## config.mk

```make
export PLATFORM = sky130hd
export DESIGN_NAME = othello_turn_ctrl
export DESIGN_NICKNAME = d
export VERILOG_FILES = /design/src/rtl/othello_pkg.sv /design/src/rtl/othello_result.sv /design/src/rtl/othello_turn_ctrl.sv
export SDC_FILE = /design/constraint.sdc
export NUM_CORES = 1
export LEC_CHECK = 0
export ABC_CLOCK_PERIOD_IN_PS = 3000
export CAP_MARGIN = 20
export CORE_AREA = 2 2 177 179
export CTS_BUF_LIST = sky130_fd_sc_hd__clkbuf_16
export CTS_CLUSTER_SIZE = 28
export DETAILED_ROUTE_END_ITERATION = 6
export DIE_AREA = 0 0 179 181
export PLACE_DENSITY = 0.76
export SLEW_MARGIN = 20
export SYNTH_ARGS = -nofsm -noshare
export SYNTH_HDL_FRONTEND = slang
export SYNTH_SLANG_ARGS = --single-unit
export TNS_END_PERCENT = 5
```

## constraint.sdc

```tcl
create_clock -name i_clk -period 3 [get_ports i_clk]
set_clock_uncertainty 0.05 [all_clocks]
set_input_delay 0.6 -clock i_clk [delete_from_list [all_inputs] [get_ports i_clk]]
set_output_delay 0.6 -clock i_clk [all_outputs]
set_load 0.05 [all_outputs]
```

## src/rtl/othello_pkg.sv

```systemverilog
// Shared types and constants for the Othello game controller.
//   cell_t  : 2-bit cell code (BLACK=0, WHITE=1, EMPTY=2)
//   board_t : 8x8 packed board, indexed [row][col]
//   score_t : 6-bit disc count
//   state_t : controller state encoding
package othello_pkg;

  localparam int unsigned COORD_W = 3;
  localparam int unsigned SCORE_W = 6;
  localparam int unsigned FLIP_W  = 5;
  localparam int unsigned SUM_W   = 7;

  typedef logic [1:0] cell_t;

  localparam cell_t BLACK = 2'd0;
  localparam cell_t WHITE = 2'd1;
  localparam cell_t EMPTY = 2'd2;

  typedef cell_t [7:0][7:0]     board_t;
  typedef logic  [SCORE_W-1:0]  score_t;

  localparam logic [1:0] WIN_BLACK = 2'd0;
  localparam logic [1:0] WIN_WHITE = 2'd1;
  localparam logic [1:0] WIN_DRAW  = 2'd2;

  localparam score_t START_SCORE = 6'd2;

  typedef enum logic [2:0] {
    ST_INIT      = 3'd0,
    ST_WAIT_MOVE = 3'd1,
    ST_LAUNCH    = 3'd2,
    ST_WAIT_UPD  = 3'd3,
    ST_CHECK     = 3'd4,
    ST_GAME_OVER = 3'd5
  } state_t;

  // Every cell empty: the board shown while reset is held.
  function automatic board_t empty_board();
    board_t b;
    for (int r = 0; r < 8; r++) begin
      for (int c = 0; c < 8; c++) begin
        b[r][c] = EMPTY;
      end
    end
    return b;
  endfunction

  // Standard four-disc opening position.
  function automatic board_t start_board();
    board_t b;
    b       = empty_board();
    b[3][3] = WHITE;
    b[4][4] = WHITE;
    b[3][4] = BLACK;
    b[4][3] = BLACK;
    return b;
  endfunction

  localparam board_t EMPTY_BOARD = empty_board();
  localparam board_t START_BOARD = start_board();

endpackage

```

## src/rtl/othello_result.sv

```systemverilog
// Combinational game-over / winner judge from the two committed scores.
//   i_score_black, i_score_white : disc counts
//   o_over_c   : board full (sum == 64) or one colour wiped out
//   o_winner_c : WIN_BLACK / WIN_WHITE / WIN_DRAW from the score compare
module othello_result
  import othello_pkg::*;
(
  input  score_t     i_score_black,
  input  score_t     i_score_white,
  output logic       o_over_c,
  output logic [1:0] o_winner_c
);

  logic [SUM_W-1:0] total;

  // Widen before adding so a full 64-disc board does not wrap.
  assign total = SUM_W'(i_score_black) + SUM_W'(i_score_white);

  always_comb begin
    o_over_c   = (total == SUM_W'(64)) || (i_score_black == '0) || (i_score_white == '0);
    o_winner_c = WIN_DRAW;
    if (i_score_black > i_score_white) begin
      o_winner_c = WIN_BLACK;
    end else if (i_score_white > i_score_black) begin
      o_winner_c = WIN_WHITE;
    end
  end

endmodule

```

## src/rtl/othello_turn_ctrl.sv

```systemverilog
// Game-level sequencer for one Othello game: owns the committed board,
// scores and turn, arbitrates the two players and drives the move updater.
// The external updater is reset from the same i_rst source (inverted).
//
// Optional feature macro: MOVE_TIMEOUT_EN adds a per-turn move timeout
// that forces a pass and pulses o_timeout.
//
// Ports:
//   i_clk, i_rst            clock, synchronous active-high reset
//   i_new_game              restart request (level)
//   i_req_valid/pass/row/col per-player request, o_req_ready per-player accept
//   o_upd_start/color/row/col/board  launch interface to the updater
//   i_upd_board/score/flip/done      updater result
//   o_board, o_score, o_turn          committed game state
//   o_busy, o_illegal, o_game_over, o_winner  status
//   o_timeout (MOVE_TIMEOUT_EN only)  forced-pass pulse
module othello_turn_ctrl
  import othello_pkg::*;
#(
  parameter logic        FIRST_COLOR    = 1'b0,
  parameter int unsigned TIMEOUT_CYCLES = 50000000
) (
  input  logic                    i_clk,
  input  logic                    i_rst,
  input  logic                    i_new_game,
  input  logic [1:0]              i_req_valid,
  input  logic [1:0]              i_req_pass,
  input  logic [1:0][COORD_W-1:0] i_req_row,
  input  logic [1:0][COORD_W-1:0] i_req_col,
  output logic [1:0]              o_req_ready,
  output logic                    o_upd_start,
  output logic                    o_upd_color,
  output logic [COORD_W-1:0]      o_upd_row,
  output logic [COORD_W-1:0]      o_upd_col,
  output board_t                  o_upd_board,
  input  board_t                  i_upd_board,
  input  score_t [1:0]            i_upd_score,
  input  logic [FLIP_W-1:0]       i_upd_flip,
  input  logic                    i_upd_done,
  output board_t                  o_board,
  output score_t [1:0]            o_score,
  output logic                    o_turn,
  output logic                    o_busy,
  output logic                    o_illegal,
  output logic                    o_game_over,
`ifdef MOVE_TIMEOUT_EN
  output logic                    o_timeout,
`endif
  output logic [1:0]              o_winner
);

  state_t               state_q,     state_d;
  board_t               board_q,     board_d;
  score_t [1:0]         score_q,     score_d;
  logic                 turn_q,      turn_d;
  logic [1:0]           pass_cnt_q,  pass_cnt_d;
  logic                 game_over_q, game_over_d;
  logic [1:0]           winner_q,    winner_d;
  logic                 illegal_q,   illegal_d;
  logic                 upd_start_q, upd_start_d;
  logic                 upd_color_q, upd_color_d;
  logic [COORD_W-1:0]   upd_row_q,   upd_row_d;
  logic [COORD_W-1:0]   upd_col_q,   upd_col_d;
  board_t               upd_board_q, upd_board_d;
  logic [1:0]           ready_q,     ready_d;
  logic                 busy_q,      busy_d;
  logic                 ng_pend_q,   ng_pend_d;
  logic                 do_pass;

  logic                 over_c;
  logic [1:0]           winner_c;

`ifdef MOVE_TIMEOUT_EN
  localparam int unsigned TMO_W = $clog2(TIMEOUT_CYCLES);

  logic [TMO_W-1:0]     tmo_cnt_q,   tmo_cnt_d;
  logic                 timeout_q,   timeout_d;
`else
  // The cycle budget only matters with the timeout feature; a zero budget is
  // meaningless either way, so it elaborates to an empty marker block.
  if (TIMEOUT_CYCLES == 0) begin : g_zero_timeout
  end
`endif

  // Game-over / winner judgement on the committed scores.
  othello_result u_result (
    .i_score_black (score_q[0]),
    .i_score_white (score_q[1]),
    .o_over_c      (over_c),
    .o_winner_c    (winner_c)
  );

  // Next-state and registered-output logic.
  always_comb begin
    state_d     = state_q;
    board_d     = board_q;
    score_d     = score_q;
    turn_d      = turn_q;
    pass_cnt_d  = pass_cnt_q;
    game_over_d = game_over_q;
    winner_d    = winner_q;
    illegal_d   = 1'b0;
    upd_start_d = 1'b0;
    upd_color_d = upd_color_q;
    upd_row_d   = upd_row_q;
    upd_col_d   = upd_col_q;
    upd_board_d = upd_board_q;
    ng_pend_d   = ng_pend_q;
    do_pass     = 1'b0;
`ifdef MOVE_TIMEOUT_EN
    timeout_d   = 1'b0;
`endif

    case (state_q)
      ST_INIT: begin
        board_d     = START_BOARD;
        score_d     = {START_SCORE, START_SCORE};
        turn_d      = FIRST_COLOR;
        pass_cnt_d  = 2'd0;
        game_over_d = 1'b0;
        winner_d    = 2'd0;
        ng_pend_d   = 1'b0;
        state_d     = i_new_game ? ST_INIT : ST_WAIT_MOVE;
      end

      ST_WAIT_MOVE: begin
        // Only the player on turn is served; new game wins over any request.
        if (i_new_game) begin
          state_d = ST_INIT;
        end else if (i_req_valid[turn_q]) begin
          if (i_req_pass[turn_q]) begin
            do_pass = 1'b1;
          end else begin
            upd_color_d = turn_q;
            upd_row_d   = i_req_row[turn_q];
            upd_col_d   = i_req_col[turn_q];
            upd_board_d = board_q;
            upd_start_d = 1'b1;
            state_d     = ST_LAUNCH;
          end
        end
`ifdef MOVE_TIMEOUT_EN
        else if (tmo_cnt_q == TMO_W'(TIMEOUT_CYCLES - 1)) begin
          do_pass   = 1'b1;
          timeout_d = 1'b1;
        end
`endif
        if (do_pass) begin
          pass_cnt_d = pass_cnt_q + 2'd1;
          turn_d     = ~turn_q;
          if (pass_cnt_d == 2'd2) begin
            state_d     = ST_GAME_OVER;
            game_over_d = 1'b1;
            winner_d    = winner_c;
          end
        end
      end

      ST_LAUNCH: begin
        state_d = i_new_game ? ST_INIT : ST_WAIT_UPD;
      end

      ST_WAIT_UPD: begin
        // A restart seen while the updater runs is held until it finishes.
        ng_pend_d = ng_pend_q | i_new_game;
        if (i_upd_done) begin
          if (ng_pend_q || i_new_game) begin
            state_d = ST_INIT;
          end else begin
            if (i_upd_flip != '0) begin
              board_d    = i_upd_board;
              score_d    = i_upd_score;
              pass_cnt_d = 2'd0;
              turn_d     = ~turn_q;
            end else begin
              illegal_d = 1'b1;
            end
            state_d = ST_CHECK;
          end
        end
      end

      ST_CHECK: begin
        if (i_new_game) begin
          state_d = ST_INIT;
        end else if (over_c) begin
          state_d     = ST_GAME_OVER;
          game_over_d = 1'b1;
          winner_d    = winner_c;
        end else begin
          state_d = ST_WAIT_MOVE;
        end
      end

      ST_GAME_OVER: begin
        if (i_new_game) begin
          state_d = ST_INIT;
        end
      end

      default: begin
        state_d = ST_INIT;
      end
    endcase

    // Ready and busy are registered from the next state so they line up with it.
    ready_d = 2'b00;
    if (state_d == ST_WAIT_MOVE) begin
      ready_d = turn_d ? 2'b10 : 2'b01;
    end
    busy_d = !((state_d == ST_WAIT_MOVE) || (state_d == ST_GAME_OVER));

`ifdef MOVE_TIMEOUT_EN
    // Restart the budget on each new turn, including after any pass.
    tmo_cnt_d = '0;
    if ((state_q == ST_WAIT_MOVE) && (state_d == ST_WAIT_MOVE) && !do_pass) begin
      tmo_cnt_d = tmo_cnt_q + TMO_W'(1);
    end
`endif
  end

  // State and output registers.
  always_ff @(posedge i_clk) begin
    if (i_rst) begin
      state_q     <= ST_INIT;
      board_q     <= EMPTY_BOARD;
      score_q     <= '0;
      turn_q      <= FIRST_COLOR;
      pass_cnt_q  <= 2'd0;
      game_over_q <= 1'b0;
      winner_q    <= 2'd0;
      illegal_q   <= 1'b0;
      upd_start_q <= 1'b0;
      upd_color_q <= 1'b0;
      upd_row_q   <= '0;
      upd_col_q   <= '0;
      upd_board_q <= '0;
      ready_q     <= 2'b00;
      busy_q      <= 1'b0;
      ng_pend_q   <= 1'b0;
    end else begin
      state_q     <= state_d;
      board_q     <= board_d;
      score_q     <= score_d;
      turn_q      <= turn_d;
      pass_cnt_q  <= pass_cnt_d;
      game_over_q <= game_over_d;
      winner_q    <= winner_d;
      illegal_q   <= illegal_d;
      upd_start_q <= upd_start_d;
      upd_color_q <= upd_color_d;
      upd_row_q   <= upd_row_d;
      upd_col_q   <= upd_col_d;
      upd_board_q <= upd_board_d;
      ready_q     <= ready_d;
      busy_q      <= busy_d;
      ng_pend_q   <= ng_pend_d;
    end
  end

`ifdef MOVE_TIMEOUT_EN
  always_ff @(posedge i_clk) begin
    if (i_rst) begin
      tmo_cnt_q <= '0;
      timeout_q <= 1'b0;
    end else begin
      tmo_cnt_q <= tmo_cnt_d;
      timeout_q <= timeout_d;
    end
  end

  assign o_timeout = timeout_q;
`endif

  // A restart request masks ready so a coincident request is not seen as taken.
  assign o_req_ready = ready_q & {2{~i_new_game}};
  assign o_upd_start = upd_start_q;
  assign o_upd_color = upd_color_q;
  assign o_upd_row   = upd_row_q;
  assign o_upd_col   = upd_col_q;
  assign o_upd_board = upd_board_q;
  assign o_board     = board_q;
  assign o_score     = score_q;
  assign o_turn      = turn_q;
  assign o_busy      = busy_q;
  assign o_illegal   = illegal_q;
  assign o_game_over = game_over_q;
  assign o_winner    = winner_q;

endmodule

```

==> results.py <==
metrics = {
    "run_status": {
        "run_status": "completed",
    },
    "critical_path": {
        "critical_path_class": "reg2reg",
        "ff2ff_path_depth": 7,
        "end_kind": "register",
        "critPathMaxFanout": 5,
        "required_ns": 3.38,
        "worstPathArrival_ns": 3.10,
        "startpoint_type": "register",
    },
    "grt": {
        "grt_overflow": 0,
        "grt_max_degree": 111,
        "met2_usage_pct": 36.5,
        "grt_pass1_wl_mm": 55.8,
        "met3_usage_pct": 6.69,
        "grt_busiest_layer": "met2",
        "grt_util_met1_pct": 24.7,
        "grt_use_total_pct": 21.6,
        "grt_pass1_vias": 10325,
        "antenna_found_initial": 2,
    },
    "synth": {
        "netlist-cell-type-count": 52,
        "synth_ff_type": "dfxtp_1",
        "synth_enable_flop_cells": 0,
        "syn_area_um2": 10800,
        "syn_area_per_cell_um2": 8.46,
        "yosys_warnings": 0,
        "syn_nets": 1453,
        "syn_inst": 1274,
        "ys_seq_area_share_pct": 53.8,
        "ys_ff_latch": 290,
        "synthArstFlopShare_pct": 0,
    },
    "placed_design": {
        "place_area_um2": 15800,
        "pre_cts_slack_ns": 0.253,
        "hpwl_mm": 25.6,
        "io_buffer_count": 448,
        "routabilityCongestion": 0.833,
        "dp_cells": 2048,
    },
    "clocking": {
        "clock_sinks": 290,
        "clk_pin_slew_ns": 0.06,
        "root_buffer": "clkbuf_16",
        "post_cts_buffers": 0,
        "cts_tree": "yes",
        "clockBufferDepth": 3,
        "clkLatencyLatePin_ns": 0.56,
        "cts_resized": 0,
        "cts_buffers": 31,
        "htreeDepth": 1,
        "ctsHoldBuffers": 0,
    },
    "drt": {
        "dr.pass1.iters": 5,
        "post-route-drc-count": 0,
        "vias": 10651,
        "antenna_left": 0,
        "routed_via_density": 5.06,
        "avgRoutedWirePerCell_um": 17.5,
        "drtIter0Drc": 471,
        "wl_mm": 36.9,
    },
    "cells_and_area": {
        "fin_cells": 2103,
        "post-route-util_pct": 55.1,
        "antennaDiodeCount": 0,
        "seq_area_um2": 5810,
        "nets": 1864,
        "final_cell_mix": "clkdlybuf4s50_1 (445), dfxtp_1 (290), nand2_1 (266), nor2_1 (158), a21oi_1 (138)",
        "area_growth_pct": 55.0,
        "final_common_cell": "clkdlybuf4s50_1",
        "multiInputGateArea_um2": 4510,
        "fill_cells": 2776,
        "drive_gt1_share_pct": 5.16,
        "design_area_um2": 16700,
    },
    "floorplan": {
        "die_y_um": 181,
        "fp.coreArea_um2": 30300,
        "die_width_um": 179,
        "ios": 449,
        "initial_core_util_pct": 35.5,
        "die_area_um2": 32400,
        "rows": 64,
    },
    "hold_path": {
        "whs_path_depth": 2,
        "min_path_type": "reg2reg",
    },
    "timing": {
        "post-route-period-util_pct": 90.8,
        "finalSetupTns_ns": 0,
        "tightest_slew_ns": 0.759,
        "setup_viol_count_final": 0,
        "fin_hold_ws_ns": 0.400,
        "hold_viol": 0,
        "maxSlewHeadroom_pct": 49.4,
        "timing.fmax_ghz": 0.367,
        "rsz0062_at_grt": "no",
        "drv_slew": 0,
        "min_period_ns": 2.72,
        "setup_ws_ns": 0.277,
    },
    "power": {
        "power_per_cell_area_nw_per_um2": 485,
        "ir_worst_vdd_uv": 417,
        "fin_total_pwr_mw": 8.10,
        "cellLeakagePower_nw": 6.10,
    },
    "job": {
        "maxCapViolations": 0,
    },
}
[flip-flops by register name, indices dropped and copies added, names as in the netlist]
signal / count
ng_pend_q: 1
o_board: 128
o_busy: 1
o_game_over: 1
o_illegal: 1
o_score: 12
o_turn: 1
o_upd_board: 128
o_upd_col: 3
o_upd_color: 1
o_upd_row: 3
o_upd_start: 1
o_winner: 2
pass_cnt_q: 2
ready_q: 2
state_q: 3
[worst max-delay path: stages (launching register included)]
cell	delay, ns
dfxtp_1	0.34
ha_1	0.23
fa_1	0.42
or3_1	0.38
a221oi_1	0.29
a31oi_1	0.17
a211oi_2	0.38
mux2_1	0.35
[logic make-up (layout without fill, tap and decap cells)]
family,Yosys count,count (layout),synth area share [%]
compound gates,307,307,18.2
fa+ha+maj,14,14,1.69
flops,290,290,53.8
buf+inv,121,554,4.63
mux,12,12,1.14
simple gates,530,530,20.4
[final cells by class]
type                       count  share of cell area, %
tap                          396                   2.96
sequential                   290                   34.7
inverter                      18                  0.404
timing repair buffer         481                   29.4
multi-input combinational    863                   27.0
clock buffer                  31                   4.64
clock inverter                24                  0.868
[power breakdown]
| group | total, mW | internal [mW] | switching (mW) |
|---|---|---|---|
| logic | 0.712 | 0.335 | 0.377 |
| clock network | 3.47 | 1.95 | 1.53 |
| registers | 3.91 | 3.89 | 0.0255 |
| total | 8.10 | 6.17 | 1.93 |
[worst paths after layout]
| path | start | end | slack (ns) |
|---|---|---|---|
| worst max-delay path | o_score[6] | o_game_over | 0.28 |
| worst min-delay path | o_upd_board[31] | o_upd_board[31] | 0.40 |
| worst max register to register | o_score[6] | o_game_over | 0.28 |
| worst min register to register | o_upd_board[31] | o_upd_board[31] | 0.40 |
[routing by layer]
| metal | up-vias | wire (um) |
|---|---|---|
| met5 | - | 26 |
| met4 | 4 | 1710 |
| met3 | 100 | 3670 |
| met2 | 445 | 17400 |
| li1 | 5122 | - |
| met1 | 4980 | 14100 |
[cells in the mapped netlist (2+ instances only)]
cell type    n  area [um^2]
nor4_1       3         18.8
and3_1       4         25.0
a21oi_1    138          691
and3b_1      2         17.5
nor2_1     160          601
a22oi_1     73          548
clkbuf_1    75          282
ha_1        13          163
o21bai_1    60          450
a221oi_1     2         17.5
nor3_1      68          340
o21ai_0      6         30.0
a221o_1      4         40.0
o221ai_1     2         17.5
buf_2       24          120
nand3_1      3         15.0
mux2i_1     10          100
buf_4        4         30.0
a31oi_1      3         18.8
or3b_1       2         17.5
dfxtp_1    290         5810
nand2b_1     5         31.3
or3_1        2         12.5
a211oi_1     8         60.1
nor2b_1      5         31.3
nand2_1    266          998
inv_1       17         63.8
(Power assumes the default switching activity.)
